$ cat config.mk
export PLATFORM = sky130hd
export DESIGN_NAME = text_area_write_ctrl_flat
export DESIGN_NICKNAME = d
export VERILOG_FILES = /design/src/rtl/text_area_write_if.sv /design/src/rtl/text_area_write_ctrl.sv /design/src/flat_wrapper.sv
export SDC_FILE = /design/constraint.sdc
export NUM_CORES = 1
export LEC_CHECK = 0
export ABC_AREA = 1
export CORE_ASPECT_RATIO = 1.25
export CORE_MARGIN = 2
export CORE_UTILIZATION = 58
export CTS_BUF_LIST = sky130_fd_sc_hd__clkbuf_2
export DETAILED_ROUTE_END_ITERATION = 16
export GPL_ROUTABILITY_DRIVEN = 0
export PLACE_DENSITY = 0.91
export SYNTH_ARGS = -nofsm -noshare
export SYNTH_HDL_FRONTEND = slang
export SYNTH_SLANG_ARGS = --single-unit
$ cat constraint.sdc
create_clock -name clk -period 6.47 [get_ports clk]
set_input_delay 1.294 -clock clk [delete_from_list [all_inputs] [get_ports clk]]
set_output_delay 1.294 -clock clk [all_outputs]
set_load 0.1 [all_outputs]
$ cat src/rtl/text_area_write_if.sv
// ============================================================================
// Module      : text_area_write_if
// Description : Character stream, status and text-area port B bundle.
// Revision    : 1.0
// ============================================================================
`default_nettype none

interface text_area_write_if #(
    parameter int ADDR_W = 13
) ();
    logic              char_valid;
    logic [7:0]        char_data;
    logic [7:0]        char_color;
    logic              char_ready;
    logic              clear_req;
    logic              busy;
    logic              mem_we;
    logic [ADDR_W-1:0] mem_addr;
    logic [15:0]       mem_din;
    logic [15:0]       mem_dout;
    logic [6:0]        cursor_col;
    logic [6:0]        cursor_row;

    // Source / memory side: feeds characters and returns read data.
    modport master (
        output char_valid, char_data, char_color, clear_req, mem_dout,
        input  char_ready, busy, mem_we, mem_addr, mem_din, cursor_col, cursor_row
    );

    // Controller side.
    modport slave (
        input  char_valid, char_data, char_color, clear_req, mem_dout,
        output char_ready, busy, mem_we, mem_addr, mem_din, cursor_col, cursor_row
    );
endinterface

`default_nettype wire

$ cat src/rtl/text_area_write_ctrl.sv
// ============================================================================
// Module      : text_area_write_ctrl
// Description : Terminal-style writer for text-area port B: cursor tracking,
//               character writes, full-screen clear and one-line scroll-up.
// Revision    : 1.0
// ============================================================================
`default_nettype none

module text_area_write_ctrl #(
    parameter int         COLS        = 80,
    parameter int         ROWS        = 60,
    parameter int         ADDR_W      = 13,
    parameter logic [7:0] BLANK_COLOR = 8'h07
) (
    input  wire logic        clk,
    input  wire logic        rst_n,
    text_area_write_if.slave bus
);

    localparam logic [ADDR_W-1:0] COLS_A        = ADDR_W'(COLS);
    localparam logic [ADDR_W-1:0] ONE_A         = ADDR_W'(1);
    localparam logic [ADDR_W-1:0] LAST_CELL     = ADDR_W'(COLS * ROWS - 1);
    localparam logic [ADDR_W-1:0] LAST_DST      = ADDR_W'((ROWS - 1) * COLS - 1);
    localparam logic [ADDR_W-1:0] LAST_ROW_BASE = ADDR_W'((ROWS - 1) * COLS);
    localparam logic [6:0]        LAST_COL      = 7'(COLS - 1);
    localparam logic [6:0]        LAST_ROW      = 7'(ROWS - 1);
    localparam logic [15:0]       BLANK_WORD    = {BLANK_COLOR, 8'h20};

    typedef enum logic [2:0] {
        IDLE     = 3'd0,
        PUT      = 3'd1,
        CLEAR    = 3'd2,
        SC_RD    = 3'd3,
        SC_LAT   = 3'd4,
        SC_WR    = 3'd5,
        SC_BLANK = 3'd6
    } state_t;

    state_t            state, state_n;
    logic [6:0]        col, col_n;
    logic [6:0]        row, row_n;
    logic [ADDR_W-1:0] caddr, caddr_n;
    logic [ADDR_W-1:0] idx, idx_n;
    logic [15:0]       word, word_n;
    logic              adv, adv_n;
    logic [15:0]       hold, hold_n;

    logic              mem_we;
    logic [ADDR_W-1:0] mem_addr;
    logic [15:0]       mem_din;
    logic              char_ready;
    logic [7:0]        ch;

    assign ch = bus.char_data;

    always_ff @(posedge clk or negedge rst_n) begin
        if (!rst_n) begin
            state <= IDLE;
            col   <= '0;
            row   <= '0;
            caddr <= '0;
            idx   <= '0;
            word  <= '0;
            adv   <= 1'b0;
            hold  <= '0;
        end else begin
            state <= state_n;
            col   <= col_n;
            row   <= row_n;
            caddr <= caddr_n;
            idx   <= idx_n;
            word  <= word_n;
            adv   <= adv_n;
            hold  <= hold_n;
        end
    end

    always_comb begin
        state_n = state;
        col_n   = col;
        row_n   = row;
        caddr_n = caddr;
        idx_n   = idx;
        word_n  = word;
        adv_n   = adv;
        hold_n  = hold;
        case (state)
            IDLE: begin
                if (bus.clear_req) begin
                    state_n = CLEAR;
                    idx_n   = '0;
                end else if (bus.char_valid) begin
                    if (ch >= 8'h20 && ch <= 8'h7E) begin
                        state_n = PUT;
                        word_n  = {bus.char_color, ch};
                        adv_n   = 1'b1;
                    end else begin
                        case (ch)
                            8'h0D: begin
                                col_n   = '0;
                                caddr_n = caddr - ADDR_W'(col);
                            end
                            8'h0A: begin
                                col_n = '0;
                                if (row < LAST_ROW) begin
                                    row_n   = row + 7'd1;
                                    caddr_n = caddr - ADDR_W'(col) + COLS_A;
                                end else begin
                                    state_n = SC_RD;
                                    idx_n   = '0;
                                end
                            end
                            8'h08: begin
                                if (col != 7'd0) begin
                                    col_n   = col - 7'd1;
                                    caddr_n = caddr - ONE_A;
                                    word_n  = BLANK_WORD;
                                    adv_n   = 1'b0;
                                    state_n = PUT;
                                end
                            end
                            default: ;
                        endcase
                    end
                end
            end
            PUT: begin
                state_n = IDLE;
                if (adv) begin
                    // Wrapping from the last column lands exactly on the next row base.
                    if (col == LAST_COL) begin
                        col_n = '0;
                        if (row == LAST_ROW) begin
                            state_n = SC_RD;
                            idx_n   = '0;
                        end else begin
                            row_n   = row + 7'd1;
                            caddr_n = caddr + ONE_A;
                        end
                    end else begin
                        col_n   = col + 7'd1;
                        caddr_n = caddr + ONE_A;
                    end
                end
            end
            CLEAR: begin
                if (idx == LAST_CELL) begin
                    state_n = IDLE;
                    col_n   = '0;
                    row_n   = '0;
                    caddr_n = '0;
                end else begin
                    idx_n = idx + ONE_A;
                end
            end
            SC_RD:  state_n = SC_LAT;
            SC_LAT: begin
                hold_n  = bus.mem_dout;
                state_n = SC_WR;
            end
            SC_WR: begin
                // idx continues straight into the last-row blanking range.
                idx_n   = idx + ONE_A;
                state_n = (idx == LAST_DST) ? SC_BLANK : SC_RD;
            end
            SC_BLANK: begin
                if (idx == LAST_CELL) begin
                    state_n = IDLE;
                    col_n   = '0;
                    row_n   = LAST_ROW;
                    caddr_n = LAST_ROW_BASE;
                end else begin
                    idx_n = idx + ONE_A;
                end
            end
            default: state_n = IDLE;
        endcase
    end

    // Port B drive depends only on registered state.
    always_comb begin
        mem_we     = 1'b0;
        mem_addr   = caddr;
        mem_din    = '0;
        char_ready = 1'b0;
        case (state)
            IDLE:  char_ready = !bus.clear_req;
            PUT: begin
                mem_we  = 1'b1;
                mem_din = word;
            end
            CLEAR: begin
                mem_we   = 1'b1;
                mem_addr = idx;
                mem_din  = BLANK_WORD;
            end
            SC_RD, SC_LAT: mem_addr = idx + COLS_A;
            SC_WR: begin
                mem_we   = 1'b1;
                mem_addr = idx;
                mem_din  = hold;
            end
            SC_BLANK: begin
                mem_we   = 1'b1;
                mem_addr = idx;
                mem_din  = BLANK_WORD;
            end
            default: ;
        endcase
    end

    assign bus.mem_we     = mem_we;
    assign bus.mem_addr   = mem_addr;
    assign bus.mem_din    = mem_din;
    assign bus.char_ready = char_ready;
    assign bus.busy       = (state != IDLE);
    assign bus.cursor_col = col;
    assign bus.cursor_row = row;

    a_no_read_write: assert property (@(posedge clk) disable iff (!rst_n)
        (state == IDLE || state == SC_RD || state == SC_LAT) |-> !mem_we);
    a_cursor_range: assert property (@(posedge clk) disable iff (!rst_n)
        (col <= LAST_COL) && (row <= LAST_ROW));

endmodule

`default_nettype wire

$ cat src/flat_wrapper.sv
// flat-port wrapper written by rule: the top's interface ports become plain ports
module text_area_write_ctrl_flat 
#(
    parameter int         COLS        = 80,
    parameter int         ROWS        = 60,
    parameter int         ADDR_W      = 13,
    parameter logic [7:0] BLANK_COLOR = 8'h07
)
  (clk, rst_n, bus_char_valid, bus_char_data, bus_char_color, bus_clear_req, bus_mem_dout, bus_char_ready, bus_busy, bus_mem_we, bus_mem_addr, bus_mem_din, bus_cursor_col, bus_cursor_row);
  text_area_write_if #(.ADDR_W(ADDR_W)) bus_i ();
  input  wire logic clk;
  input  wire logic rst_n;
  input wire logic [$bits(bus_i.char_valid)-1:0] bus_char_valid;
  input wire logic [$bits(bus_i.char_data)-1:0] bus_char_data;
  input wire logic [$bits(bus_i.char_color)-1:0] bus_char_color;
  input wire logic [$bits(bus_i.clear_req)-1:0] bus_clear_req;
  input wire logic [$bits(bus_i.mem_dout)-1:0] bus_mem_dout;
  output wire logic [$bits(bus_i.char_ready)-1:0] bus_char_ready;
  output wire logic [$bits(bus_i.busy)-1:0] bus_busy;
  output wire logic [$bits(bus_i.mem_we)-1:0] bus_mem_we;
  output wire logic [$bits(bus_i.mem_addr)-1:0] bus_mem_addr;
  output wire logic [$bits(bus_i.mem_din)-1:0] bus_mem_din;
  output wire logic [$bits(bus_i.cursor_col)-1:0] bus_cursor_col;
  output wire logic [$bits(bus_i.cursor_row)-1:0] bus_cursor_row;
  assign bus_i.char_valid = bus_char_valid;
  assign bus_i.char_data = bus_char_data;
  assign bus_i.char_color = bus_char_color;
  assign bus_i.clear_req = bus_clear_req;
  assign bus_i.mem_dout = bus_mem_dout;
  assign bus_char_ready = bus_i.char_ready;
  assign bus_busy = bus_i.busy;
  assign bus_mem_we = bus_i.mem_we;
  assign bus_mem_addr = bus_i.mem_addr;
  assign bus_mem_din = bus_i.mem_din;
  assign bus_cursor_col = bus_i.cursor_col;
  assign bus_cursor_row = bus_i.cursor_row;
  text_area_write_ctrl #(.COLS(COLS), .ROWS(ROWS), .ADDR_W(ADDR_W), .BLANK_COLOR(BLANK_COLOR)) u_core (.clk(clk), .rst_n(rst_n), .bus(bus_i));
endmodule
# After elaboration in Yosys (flattened, before gate mapping)
# Index checks and enable logic that the tools add are counted.
[totals] ff_bits=76 inputBits=36 output_inout_bits=46 elab_cells=143
[op_classes] addsub=9 order_cmp=3 n_eq_ne=38 n_mux=63 bitwise=1 reduce_logical=21
[op_table] operator="$mux 13" count=19
[op_table] operator="$mux 7" count=16
[op_table] operator="$pmux 13 s4" count=2
[op_table] operator="$mux 16" count=3
[op_table] operator="$pmux 16 s3" count=1
[op_table] operator="$pmux 13 s3" count=1
[op_table] operator="$pmux 7 s4" count=1
[op_table] operator="$mux 3" count=9
[op_table] operator="$add 13x1->13 const B" count=2
[op_table] operator="$add 13x7->13 const B" count=2
[op_table] operator="$eq 13x13->1 const B" count=2
[op_table] operator="$pmux 13 s2" count=1
[op_table] operator="$eq 8x4->1 const B" count=3
[op_table] operator="$reduce_and 11->1" count=2
[op_table] operator="$pmux 7 s3" count=1
[op_table] operator="$ne 3x3->1 const B" count=6
[op_table] operator="$pmux 3 s6" count=1
[op_table] operator="$add 7x1->7 const B" count=2
[op_table] operator="$ne 2x1->1 const B" count=7
[op_table] operator="$pmux 7 s2" count=1
[op_table] operator="$sub 13x1->13 const B" count=1
[op_table] operator="$sub 13x7->13" count=1
[op_table] operator="$ne 2x2->1 const B" count=6
[op_table] operator="$ne 5x4->1 const B" count=2
[op_table] operator="29 further kinds" count=43

# Longest topological paths before layout
# Gate-level depths: netlist (run 1).
[depth] ltp_word=8 depth_mapped=20 depth_no_buf=20

# Least setup slack after synthesis (run 1)
# OpenSTA, ideal clock, no wires.
[synth_timing] path_type="reg2out" from="reg u_core.state[1]" to="out bus_mem_addr[0]" arrival_ns=3.376 required_time_ns=5.176 setup_slack_ns=1.800 path_stages_with_launch=8 path_buffers=0 path_cell_list="dfrtp_1 inv_2 nand2_2 nor2_2 inv_2 nand2_1 nor2_2 o21ai_0"
[synth_via] elab_chain_len=3 word_cells_on_any_way=8 cone_classes="5 x eq/ne; 1 x mux; 2 x reduce/logical"
[synth_rtl] item="start, declared" line="text_area_write_ctrl.sv:39" rtl="state_t state, state_n;"
[synth_rtl] item="start signal, assigned" line="text_area_write_ctrl.sv:67" rtl="state <= state_n;"
[synth_rtl] item="$eq 3x3->1 / $eq 3x2->1 (equally long branches)" line="text_area_write_ctrl.sv:186" rtl="case (state)"
[synth_rtl] item="$reduce_or 3->1 (no line) / $reduce_or 2->1 (equally long branches)"
[synth_rtl] item="$pmux 13 s2 (*)" line="text_area_write_ctrl.sv:186"
[synth_rtl] item="end, declared" line="flat_wrapper.sv:21" rtl="output wire logic [$bits(bus_i.mem_addr)-1:0] bus_mem_addr;"
# Mark *: on every way between the ends. The rest lies on a longest branch, timed or not.

# Worst setup path after layout (run 1)
[layout_timing] from="reg u_core.state[0]" to="out bus_mem_addr[11]"
# The elaborated chain is that of the path after synthesis.

==> results.yml, run 1 <==
sta:
  clock_skew_ns: 0.0192
  fin_crit_ns: 5.45
  slew_violations: 0
  slew_headroom_pct: 33.6
  rsz0062_at_grt: "no"
  max_slew.worst_pin.slew_ns: 0.993
  timing.final.ws_setup_ns: 1.02
  setup_violations: 0
  max_freq_mhz: 183
  fin_crit_sh_pct: 84.3
  fin_tns_setup_ns: 0
  hold_viol: 0
status:
  status: "finished clean"
detailed_routing:
  drcViolationCount: 0
  viasPerCell: 5.86
  drtPass1Iterations: 5
  first_iter_violations: 578
  drt_wl_total_um: 16500
  drtAntennaViolNets: 0
  vias: 6325
  wire_per_inst_um: 15.3
clock_network:
  cts.hold.buffers_added: 0
  clk_latency_ns: 0.55
  root_buffer: "clkbuf_2"
  cts_tree: "yes"
  ctsHtreeMaxLevel: 3
  postCtsSetupRepairBufs: 0
  cts_inserted_buffers: 9
  ctsResizeCount: 0
  clk_pin_slew_worst_paths_ns: 0.20
  cts_sinks: 76
  cts_buffer_depth: 2
logic_synthesis:
  ys_ff_latch: 76
  post-synth-top-area-cell: "dfrtp_1"
  synth_commonest_cells: "nand2_1, inv_1, nand3_1"
  synth.avg_cell_area_um2: 6.79
  syn_nets: 930
  synth_area_um2: 5950
  yosysSeqAreaShare_pct: 32.0
  synth_cell_types: 50
  yosysWarningCount: 0
  synth.most_common_cell: "nand2_1"
  async_reset_ff_share_pct: 100
  synth_flop_cell: "dfrtp_1"
  synth_top_area_share_pct: 32.0
  synth_edf_count: 0
  netlist_instances: 876
  synth_area_leaders: "dfrtp_1, nand2_1, inv_1"
setup_path:
  crit_chain: "nor2_2 > inv_2 > nand2_1 > nor2_2 > inv_2 > o221ai_1 > clkdlybuf4s50_1"
  worstSetupPathDepth: 7
  path_max_fanout: 18
  start_kind: "flip-flop"
  crit_family: "buffers and inverters"
  cpMaxStageDelayCell: "clkdlybuf4s50_1"
  cpPeakStageDelay_ns: 1.17
  crit_buf_inv: 3
  path_class: "flip-flop to primary output"
  end_kind: "primary output"
  cp.arrival_ns: 4.16
  rr_worst_depth: 19
  required_ns: 5.18
global_route:
  grt_overflow: 0
  grt_pass1_vias: 5956
  grt_use_total_pct: 30.8
  grt_max_degree: 77
  grt_pass1_wl_um: 27200
  antenna_found_initial: 0
die:
  core-area_um2: 10100
  fp.dieW_um: 94.6
  start_util_pct: 59.1
  die-area_um2: 11100
  fp.dieH_um: 117
  pin_count: 82
  row_count: 41
finish:
  diodes: 0
  drive_gt1_share_pct: 7.05
  fin_nets: 999
  synthToLayoutAreaGrowth_pct: 15.9
hold_path:
  hp-class: "flip-flop to flip-flop"
  min_path_cells: 2
place:
  hpwl_um: 12400
  port_buffers: 81
  place_ws_ns: 1.67
job:
  cap_violations: 0
-- cells in the final DEF, fill, tap and decap left out, types with 2 or more instances in the layout --
cell	count
o211ai_1	10
a32o_1	12
dfrtp_1	76
clkinv_2	2
xor2_1	10
buf_4	2
a22oi_1	4
o221ai_1	9
nor2_2	8
inv_2	11
a31oi_1	6
nor3_1	21
nand3_1	79
nor3_2	6
nand3_2	4
ha_1	17
nor4_1	3
a21oi_1	41
o21bai_1	2
nand2_2	6
o31ai_1	3
xnor2_1	2
inv_1	109
nor2_4	4
nand2_1	227
o22ai_1	8
clkbuf_2	11
nand4_1	13
clkdlybuf4s50_1	80
or2_2	4
o21ai_0	47
nor2_1	74
o21ai_1	17
clkinv_1	5
-- flip-flops by register name, summed over array words and instances, names as in the netlist --
| register | cells |
|---|---|
| u_core.bus.cursor_col | 7 |
| u_core.idx | 13 |
| u_core.adv | 1 |
| u_core.word | 16 |
| u_core.state | 3 |
| u_core.caddr | 13 |
| u_core.bus.cursor_row | 7 |
| u_core.hold | 16 |
-- cell type report --
type	count	area (µm²)
well taps	129	161
inverters	125	473
fillers	881	3160
clock buffers	11	55.1
clock inverters	5	51.3
repair buffers	82	816
multi-input cells	651	3430
flip-flops and latches	76	1900
-- cells by family after synthesis --
family | synth area share (%)
buffers and inverters | 10.3
DFF | 32.0
adders and majority gates | 3.91
xor gates and xnor gates | 1.77
and+or+nand+nor | 35.2
AOI/OAI and AO/OA | 16.8
-- worst register-to-register path, delay by kind of cell (launching register included) --
kind                     cells  cell delay (ns)
AND/OR/NAND/NOR             10             0.87
AO/OA/AOI/OAI                2             0.22
adder cells (fa/ha/maj)      3             0.77
buffers and inverters        4             0.41
flip-flops                   1             0.53
-- stage by stage --
stage               instance area (µm²)  utilization, %  cells  hold WS, ns
finish                             6890            68.5   1079        0.502
floorplan                          5950               -    876        0.442
detailed placement                 6780            67.5   1063        0.460
global placement                   6780            67.5   1063        0.456
CTS                                6890            68.5   1079        0.502
global route                       6890            68.5   1079        0.531
-- routing by layer --
metal  up-vias  GRT usage, %  share of wire, %
li1       3057             -                 -
met1      2928          37.5                40
met2       286          53.3                51
met3        54          5.06               6.2
met4         0          14.8               3.5
met5         -             0                 0
-- path summary, 6_finish.rpt --
check | startpoint | to | slack, ns
max in group asynchronous | rst_n | u_core.idx[4]$_DFFE_PN0P_ | 4.99
min in group asynchronous | rst_n | u_core.word[13]$_DFFE_PN0P_ | 0.86
min reg2reg | u_core.hold[8]$_DFFE_PN0P_ | u_core.hold[8]$_DFFE_PN0P_ | 0.50
max | u_core.state[0]$_DFFE_PN0P_ | bus_mem_addr[11] | 1.02
min | u_core.hold[8]$_DFFE_PN0P_ | u_core.hold[8]$_DFFE_PN0P_ | 0.50
max reg2reg | u_core.caddr[0]$_DFFE_PN0P_ | u_core.caddr[8]$_DFFE_PN0P_ | 3.62
Power of run 1 is left out: the tool's default activity adds up to more than one toggle a clock period on the data nets, which glitch-free logic cannot reach.
==> inputs of run 2 (changes only) <==
- clock period: 6.47 -> 5.42 ns (I/O delays scaled with it)
==> results.yml, run 2 (synthesized netlist as in run 1, its figures left out) <==
status:
  status: "finished clean"
sta:
  setup_violations: 0
  max_slew.worst_pin.slew_ns: 0.994
  rsz0062_at_grt: "no"
  slew_headroom_pct: 33.5
  fin_crit_ns: 4.90
  clock_skew_ns: 0.0426
  fin_tns_setup_ns: 0
  max_freq_mhz: 204
  slew_violations: 0
  fin_crit_sh_pct: 90.4
  hold_viol: 0
die:
  core-area_um2: 10100
  fp.dieW_um: 94.6
  row_count: 41
  fp.dieH_um: 117
  pin_count: 82
  die-area_um2: 11100
  start_util_pct: 59.1
hold_path:
  min_from: "u_core.hold[4]$_DFFE_PN0P_"
  min_path_cells: 2
  hp-class: "flip-flop to flip-flop"
  worstHoldEndpoint: "u_core.hold[4]$_DFFE_PN0P_"
global_route:
  antenna_found_initial: 0
  grt_overflow: 0
  grt_use_total_pct: 31.2
  grt_pass1_wl_um: 27500
  grt_pass1_vias: 5978
  grt_max_degree: 77
clock_network:
  ctsHtreeMaxLevel: 3
  cts_inserted_buffers: 9
  cts_buffer_depth: 2
  cts.hold.buffers_added: 0
  root_buffer: "clkbuf_2"
  clk_pin_slew_worst_paths_ns: 0.23
  cts_sinks: 76
  postCtsSetupRepairBufs: 0
  ctsResizeCount: 0
  clk_latency_ns: 0.59
  cts_tree: "yes"
detailed_routing:
  met2WireLength_um: 8030
  drcViolationCount: 0
  vias: 6250
  top_layer_used: "met4"
  drtPass1Iterations: 7
  met1_length_um: 6550
  wl_met3_um: 1030
  viasPerCell: 5.80
  drtAntennaViolNets: 0
  wire_per_inst_um: 15.2
  first_iter_violations: 706
  drt_wl_total_um: 16300
finish:
  top_regs: "u_core.hold: 16 flops, u_core.word: 16 flops"
  drive_gt1_share_pct: 8.43
  fin_nets: 998
  diodes: 0
  mostFrequentLayoutCells: "nand2_1, inv_1, nand3_1"
  synthToLayoutAreaGrowth_pct: 14.9
  mostFrequentLayoutCell: "nand2_1"
place:
  hpwl_um: 12400
  port_buffers: 81
setup_path:
  crit_chain: "inv_2 > nor2_4 > nand2_2 > inv_2 > a32o_1 > clkdlybuf4s50_1"
  rr_worst_depth: 20
  reg2reg_from: "u_core.caddr[0]$_DFFE_PN0P_"
  cp.arrival_ns: 3.82
  required_ns: 4.34
  path_class: "flip-flop to primary output"
  reg2reg_slack_ns: 2.61
  crit_buf_inv: 3
  r2r-end: "u_core.caddr[12]$_DFFE_PN0P_"
  crit_family: "buffers and inverters"
  path_max_fanout: 22
  cpMaxStageDelayCell: "clkdlybuf4s50_1"
  path_common_cell: "inv_2"
  cpPeakStageDelay_ns: 1.14
  end_kind: "primary output"
  start_kind: "flip-flop"
job:
  cap_violations: 0
==> run 2: changes by cell type in the layout (fill, tap and decap cells not counted), moves of 2 or more <==
cell             previous run  this run
clkinv_4                    0         2
clkdlybuf4s50_1            80        67
clkinvlp_4                  0         2
buf_4                       2        14
==> run 2: stage by stage <==
stage	util, %	instances	area [µm²]	hold slack (ns)	setup slack, ns
floorplan	-	876	5950	0.442	0.960
global placement	67.1	1062	6740	0.456	1.32
detailed placement	67.1	1062	6740	0.463	1.23
CTS	68.0	1078	6840	0.506	0.587
global route	68.0	1078	6840	0.523	0.399
finish	68.0	1078	6840	0.503	0.519
==> run 2: per-layer routing <==
| metal | GRT usage (%) | up-vias |
|---|---|---|
| met3 | 5.76 | 63 |
| met4 | 16.7 | 0 |
| met2 | 52.5 | 266 |
| li1 | - | 3052 |
| met5 | 0 | - |
| met1 | 38.2 | 2869 |
==> run 2: worst max path at each step <==
stage,startpoint,end,slack [ns],cells after the start
2_1_floorplan,u_core.state[1]$_DFFE_PN0P_,bus_mem_addr[0],0.96,7
3_3_place_gp,u_core.state[0]$_DFFE_PN0P_,bus_mem_din[14],1.32,6
3_5_place_dp,u_core.state[0]$_DFFE_PN0P_,bus_mem_din[4],1.23,6
4_1_cts,u_core.state[0]$_DFFE_PN0P_,bus_mem_din[4],0.59,6
5_1_grt,u_core.state[0]$_DFFE_PN0P_,bus_mem_din[4],0.40,6
6_report,u_core.state[0]$_DFFE_PN0P_,bus_mem_din[4],0.52,6
==> run 2: area by class of cell <==
cell class	count	area [µm²]
clock inverter	6	41.3
sequential	76	1900
tap	129	161
inverter	125	473
clock buffer	10	50.0
fill	882	3220
timing repair buffer	81	776
multi-input combinational	651	3430
==> run 2: worst min-delay path: cells and delay by family (launching register included) <==
kind | cells | cell delay [ns]
flops | 1 | 0.39
simple gates | 2 | 0.10
Power of run 2 is left out for the same reason.
==> inputs of run 3 (changes only) <==
- CELL_PAD_IN_SITES_DETAIL_PLACEMENT: not set -> 1
- CELL_PAD_IN_SITES_GLOBAL_PLACEMENT: not set -> 2
- CORE_UTILIZATION: 58 -> 32
==> results.yml, run 3 (synthesized netlist as in run 1, its figures left out) <==
sta:
  fin_crit_sh_pct: 78.2
  max_freq_mhz: 236
  slew_violations: 0
  slew_headroom_pct: 34.9
  setup_violations: 0
  rsz0062_at_grt: "no"
  fin_tns_setup_ns: 0
  clock_skew_ns: 0.0288
  max_slew.worst_pin.slew_ns: 0.973
  hold_viol: 0
  fin_crit_ns: 4.24
clock_network:
  root_buffer: "clkbuf_2"
  ctsResizeCount: 0
  cts_tree: "yes"
  clk_pin_slew_worst_paths_ns: 0.25
  cts.hold.buffers_added: 0
  cts_inserted_buffers: 9
  clk_latency_ns: 0.59
  ctsHtreeMaxLevel: 3
  cts_buffer_depth: 2
  cts_sinks: 76
  postCtsSetupRepairBufs: 0
place:
  hpwl_um: 15300
  place_inst: 1166
  port_buffers: 81
finish:
  fin_nets: 1003
  n_fill_cell: 2399
  top_regs: "u_core.hold: 16 flops, u_core.word: 16 flops"
  synthToLayoutAreaGrowth_pct: 17.9
  multi_input_area_um2: 3430
  fin_cells: 1183
  mostFrequentLayoutCells: "nand2_1, inv_1, nand3_1"
  final_util_pct: 38.6
  final-seq-area_um2: 1900
  drive_gt1_share_pct: 10.1
  mostFrequentLayoutCell: "nand2_1"
setup_path:
  path_class: "flip-flop to primary output"
  r2r-end: "u_core.caddr[12]$_DFFE_PN0P_"
  cpMaxStageDelayCell: "clkdlybuf4s50_1"
  end_kind: "primary output"
  cpPeakStageDelay_ns: 1.18
  rr_worst_depth: 20
  cp.arrival_ns: 3.16
  reg2reg_slack_ns: 2.54
  path_max_fanout: 22
  crit_chain: "nor2_4 > nand2_2 > o21ai_0 > clkdlybuf4s50_1"
  required_ns: 4.34
  reg2reg_from: "u_core.caddr[0]$_DFFE_PN0P_"
  start_kind: "flip-flop"
status:
  status: "finished clean"
die:
  row_count: 55
  fp.dieW_um: 126
  core-area_um2: 18200
  fp.dieH_um: 156
  pin_count: 82
  die-area_um2: 19700
  start_util_pct: 32.7
global_route:
  grt_pass1_wl_um: 32300
  antenna_found_initial: 1
  grt_overflow: 0
  grt_pass1_vias: 6392
  grt_max_degree: 45
  grt_use_total_pct: 20.2
detailed_routing:
  viasPerCell: 5.17
  first_iter_violations: 196
  vias: 6113
  drt_wl_total_um: 19300
  drcViolationCount: 0
  drtAntennaViolNets: 0
  drtPass1Iterations: 4
  wire_per_inst_um: 16.3
job:
  cap_violations: 0
hold_path:
  hp-class: "primary input to async pin"
-- run 3: how the worst max path moves through the flow --
| stage | start | endpoint | cells after the start |
|---|---|---|---|
| after floorplan | u_core.state[1]$_DFFE_PN0P_ | bus_mem_addr[0] | 7 |
| after global placement | bus_clear_req | bus_char_ready | 3 |
| after detailed placement | bus_clear_req | bus_char_ready | 3 |
| after CTS | u_core.state[1]$_DFFE_PN0P_ | bus_mem_din[7] | 4 |
| after global routing | u_core.state[2]$_DFFE_PN0P_ | bus_mem_addr[4] | 8 |
| final | u_core.state[1]$_DFFE_PN0P_ | bus_mem_din[7] | 4 |
-- run 3: per-stage QoR --
step	setup slack (ns)	area [µm²]	hold WS (ns)
2_1_floorplan	0.960	5950	0.442
3_3_place_gp	1.35	6880	0.455
3_5_place_dp	1.34	6880	0.464
4_1_cts	1.08	7010	0.373
5_1_grt	1.01	7010	0.391
6_report	1.18	7010	0.422
-- run 3: layout make-up --
| class | count | area share, % |
|---|---|---|
| clock inverters | 7 | 1.18 |
| flip-flops and latches | 76 | 27.1 |
| repair buffers | 86 | 11.2 |
| multi-input cells | 651 | 49.0 |
| diodes | 1 | 0.0357 |
| clock buffers | 9 | 0.643 |
| well taps | 228 | 4.07 |
| inverters | 125 | 6.75 |
-- run 3: critical path, delay by kind of cell, from the launching register on --
| kind | cells | cell delay (ns) |
|---|---|---|
| AO/OA/AOI/OAI | 1 | 0.34 |
| flip-flops | 1 | 0.48 |
| AND/OR/NAND/NOR | 2 | 0.59 |
| buffers and inverters | 1 | 1.18 |
-- run 3: layer usage --
layer,share of wire [%],up-vias,global-route usage [%],wire length (µm)
met5,0,-,0,0
met2,52,68,37.7,10000
met3,2.2,25,2.43,419
met1,44,2958,24.1,8440
li1,-,3062,-,-
met4,1.8,0,6.07,351
Power of run 3 is left out for the same reason.
